`config.mk`:
```
export PLATFORM = sky130hd
export DESIGN_NAME = data_memory_dumper
export DESIGN_NICKNAME = d
export VERILOG_FILES = /design/src/rtl/data_memory_dumper.sv
export SDC_FILE = /design/constraint.sdc
export NUM_CORES = 1
export LEC_CHECK = 0
export CAP_MARGIN = 20
export CELL_PAD_IN_SITES_DETAIL_PLACEMENT = 0
export CELL_PAD_IN_SITES_GLOBAL_PLACEMENT = 1
export CORE_UTILIZATION = 36
export DETAILED_ROUTE_END_ITERATION = 7
export GPL_ROUTABILITY_DRIVEN = 0
export GPL_TIMING_DRIVEN = 0
export PLACE_DENSITY_LB_ADDON = 0.1
export SLEW_MARGIN = 20
export SYNTH_ARGS = -nofsm -noshare
export SYNTH_HDL_FRONTEND = slang
export SYNTH_SLANG_ARGS = --single-unit
export TNS_END_PERCENT = 20
```
`constraint.sdc`:
```
create_clock -name i_clock -period 4.4 [get_ports i_clock]
set_input_delay 0.88 -clock i_clock [delete_from_list [all_inputs] [get_ports i_clock]]
set_output_delay 0.88 -clock i_clock [all_outputs]
set_load 0.005 [all_outputs]
```
`src/rtl/data_memory_dumper.sv`:
```
// Streams every data memory entry, lowest address first, to a valid/ready transmitter.
// Define DUMP_CHECKSUM_EN to append the XOR of all dumped bytes as one extra byte.
//
// state | meaning
// IDLE  | waiting for i_start
// REQ   | one-cycle debug read strobe at the current address
// WAIT  | memory registers the byte; captured into the tx register
// SEND  | byte offered to the transmitter until accepted
// CSUM  | checksum byte offered (DUMP_CHECKSUM_EN only)
// DONE  | one-cycle completion pulse
module data_memory_dumper #(
  parameter int MEMORY_WIDTH = 8,
  parameter int MEMORY_DEPTH = 128,
  parameter int NB_ADDR      = 7
) (
  input  logic                    i_clock,
  input  logic                    i_reset,
  input  logic                    i_start,
  output logic                    o_mem_enable,
  output logic                    o_mem_read_enable,
  output logic [NB_ADDR-1:0]      o_mem_read_address,
  input  logic [MEMORY_WIDTH-1:0] i_mem_byte_data,
  output logic [MEMORY_WIDTH-1:0] o_tx_data,
  output logic                    o_tx_valid,
  input  logic                    i_tx_ready,
  output logic                    o_busy,
  output logic                    o_done
);

  typedef enum logic [2:0] {
    ST_IDLE,
    ST_REQ,
    ST_WAIT,
    ST_SEND,
`ifdef DUMP_CHECKSUM_EN
    ST_CSUM,
`endif
    ST_DONE
  } state_t;

  localparam logic [NB_ADDR-1:0] LAST_ADDR = NB_ADDR'(MEMORY_DEPTH - 1);

  state_t                  state_q, state_d;
  logic [NB_ADDR-1:0]      cnt_q, cnt_d;
  logic [MEMORY_WIDTH-1:0] tx_data_q, tx_data_d;
`ifdef DUMP_CHECKSUM_EN
  logic [MEMORY_WIDTH-1:0] csum_q, csum_d;
`endif

  always_ff @(posedge i_clock or posedge i_reset) begin
    if (i_reset) begin
      state_q   <= ST_IDLE;
      cnt_q     <= '0;
      tx_data_q <= '0;
`ifdef DUMP_CHECKSUM_EN
      csum_q    <= '0;
`endif
    end else begin
      state_q   <= state_d;
      cnt_q     <= cnt_d;
      tx_data_q <= tx_data_d;
`ifdef DUMP_CHECKSUM_EN
      csum_q    <= csum_d;
`endif
    end
  end

  always_comb begin
    state_d   = state_q;
    cnt_d     = cnt_q;
    tx_data_d = tx_data_q;
`ifdef DUMP_CHECKSUM_EN
    csum_d    = csum_q;
`endif
    unique case (state_q)
      ST_IDLE: begin
        if (i_start) begin
          cnt_d   = '0;
          state_d = ST_REQ;
`ifdef DUMP_CHECKSUM_EN
          csum_d  = '0;
`endif
        end
      end
      ST_REQ: state_d = ST_WAIT;
      ST_WAIT: begin
        tx_data_d = i_mem_byte_data;
`ifdef DUMP_CHECKSUM_EN
        csum_d    = csum_q ^ i_mem_byte_data;
`endif
        state_d   = ST_SEND;
      end
      ST_SEND: begin
        if (i_tx_ready) begin
          if (cnt_q == LAST_ADDR) begin
            // counter parks on the last address; a new i_start reloads it
`ifdef DUMP_CHECKSUM_EN
            tx_data_d = csum_q;
            state_d   = ST_CSUM;
`else
            state_d   = ST_DONE;
`endif
          end else begin
            cnt_d   = cnt_q + NB_ADDR'(1);
            state_d = ST_REQ;
          end
        end
      end
`ifdef DUMP_CHECKSUM_EN
      ST_CSUM: begin
        if (i_tx_ready) state_d = ST_DONE;
      end
`endif
      ST_DONE: state_d = ST_IDLE;
      default: state_d = ST_IDLE;
    endcase
  end

  always_comb begin
    o_busy             = (state_q != ST_IDLE);
    o_mem_enable       = (state_q != ST_IDLE);
    o_mem_read_enable  = (state_q == ST_REQ);
    o_mem_read_address = cnt_q;
    o_tx_data          = tx_data_q;
`ifdef DUMP_CHECKSUM_EN
    o_tx_valid         = (state_q == ST_SEND) || (state_q == ST_CSUM);
`else
    o_tx_valid         = (state_q == ST_SEND);
`endif
    o_done             = (state_q == ST_DONE);
  end

endmodule

```
==> summary.txt <==
Critical path required time: 3.52 ns
Most used DFF post-synth: dfrtp_1
Hold buffers post-CTS: 0
Drt pass-1 iters: 4
Fmax achieved: 384.4 MHz
Status: finished, final reports clean
Grt ovf: 0
CP Capture Type: primary output
Max-slew violations: 0
Core area: 2477 µm²
Wire per inst: 12.15 µm
Die X: 53.26 µm
Yosys Warn Count: 0
Vias per cell: 4.931
Maximum vdd drop: 0.3163 mV
Residual DRC count: 0
Mapped Cells: 80
Most numerous cell in the Yosys netlist: dfrtp_1
Starting DRT DRC Count: 4
First-pass GRT wire length: 2773 µm
Placed Cells: 141
DP Area: 1294 µm²
Util after Layout: 53.69%
Post-Syn Nets: 93
Synth area leaders: dfrtp_1, mux2_2, nand2_1
Post-CTS sizing: 0
Final non-filler cell area: 1330 µm²
Setup Skew: 0.003196 ns
MaxCap Viol Count: 0
CP arrival: 1.72 ns
Worst hold path class: register to register
IO buf count: 31
Layout Nets: 129
Final worst path period need: 2.602 ns
Mean Syn Cell Area: 11.82 µm²
Hold Slack: 0.4978 ns
Asr flop ratio synth: 100.0%
Finished Layout Cells: 145
Distinct cells, synth: 34
Final setup viols: 0
Cell Area, Synth: 945.9 µm²
Post-synth EDFFs: 0
Clock latency at the later pin of the worst-skew pair: 0.29 ns
Largest net degree at the start of global routing: 19
Post-synthesis sequential area ratio: 47.62%
Layout cells sized above 1: 20.87%
Site Rows: 18
Final period util: 59.13%
CP Launch Type: register
H-Tree Depth: 1
Via Count: 715
Worst setup path category: register to primary output
Io pins: 32
Clock Path Buffers: 2
P&R area growth vs syn: 40.61%
Initial core utilization: 38.18%
Hold Vio Cnt, Final: 0
Number of global-route vias before repair: 606
Slew HR: 54.01%
Initial antenna violation count: 0
Setup Buffers After CTS: 0
LEAKAGE: 0.5650 nW
RSZ-0062 raised after global routing: false
Hpwl dp: 1327 µm
Chip height: 53.26 µm
ANT cells: 0
CP Max Fanout: 10
Overall routing resource usage: 13.89%
CTS tree: yes
ANT nets after route: 0
Cts bufs inserted: 3
Yosys reg bits: 18
Slew @ Worst Pin: 0.6890 ns
Root buffer cell: clkbuf_4
Share of the synthesized area in the top cell type: 47.62%
Final WL: 1762 µm
Synth top cells by count: dfrtp_1, nand2_1, mux2_2
Full die area: 2837 µm²
Setup TNS: 0 ns
CTS sink cnt: 18
Yosys top cell by area: dfrtp_1
Pwr per Cell Area: 639.8 nW/µm²
Clock slew at reported path FFs: 0.10 ns
per-stage QoR:
step	setup slack, ns	total power, mW
3_5_place_dp	2.123	0.7604
3_3_place_gp	2.134	0.7526
5_1_grt	1.719	0.9179
6_report	1.798	0.8510
4_1_cts	1.778	0.8643
2_1_floorplan	2.573	0.5517
metal layers:
metal | part of all wire [%] | global-route usage (%) | up-vias
met2 | 46 | 21.04 | 17
met3 | 4.5 | 2.586 | 4
met1 | 48 | 18.82 | 336
met5 | 0 | 0 | -
met4 | 1.0 | 6.579 | 0
li1 | - | - | 358
path summary, 6_finish.rpt:
kind	startpoint	endpoint	slack (ns)	cells past startpoint
min reg2reg	o_tx_data[1]$_DFFE_PP0P_	o_tx_data[1]$_DFFE_PP0P_	0.50	1
max in group asynchronous	i_reset	state_q[2]$_DFFE_PP0P_	2.98	2
min in group asynchronous	i_reset	o_tx_data[5]$_DFFE_PP0P_	0.98	2
min	o_tx_data[1]$_DFFE_PP0P_	o_tx_data[1]$_DFFE_PP0P_	0.50	1
max reg2reg	o_mem_read_address[0]$_DFFE_PP0P_	o_mem_read_address[3]$_DFFE_PP0P_	2.77	5
max	state_q[0]$_DFFE_PP0P_	o_mem_enable	1.80	5
worst max-delay path, stage by stage (launching register included):
cell and delay, ns:
dfrtp_1 0.39, buf_4 0.18, nor3_1 0.22, inv_1 0.08, buf_4 0.13, clkdlybuf4s50_1 0.43
cells by family after synthesis:
logic type / share of synthesized area, %
multiplexers: 11.64
AO/OA/AOI/OAI: 10.85
AND/OR/NAND/NOR: 22.62
adder cells (fa/ha/maj): 1.323
flip-flops: 47.62
buffers and inverters: 5.952
sequential cells by signal (all words and copies together), names as in the netlist:
register / count
state_q: 3
o_tx_data: 8
o_mem_read_address: 7
report_power, final:
part           leakage, nW  total, mW  internal [mW]  switching, mW
registers            0.215      0.300          0.239         0.0608
clock network       0.0210      0.101         0.0504         0.0504
logic                0.329      0.451          0.285          0.166
final cells by class:
type | count | area (µm²)
buffer | 5 | 45.04
clock buffer | 4 | 36.28
fill | 228 | 1147
inverter | 3 | 11.26
multi-input combinational | 54 | 439.2
sequential | 18 | 450.4
tap | 30 | 37.54
timing repair buffer | 31 | 310.3
cells in the final DEF, fill, tap and decap left out, types with 2 or more instances in the layout:
cell type        Yosys  final
clkdlybuf4s50_1      0     31
dfrtp_1             18     18
nand2_1              8      8
mux2_2               7      7
nand3_1              4      4
buf_4                3      3
inv_1                3      3
nor3b_1              3      3
nor2_1               3      3
clkbuf_4             0      3
buf_6                2      2
a31oi_1              2      2
mux2i_1              2      2
a21oi_1              2      2
a211o_1              2      2
No activity file was read; power rests on OpenSTA's default activity.
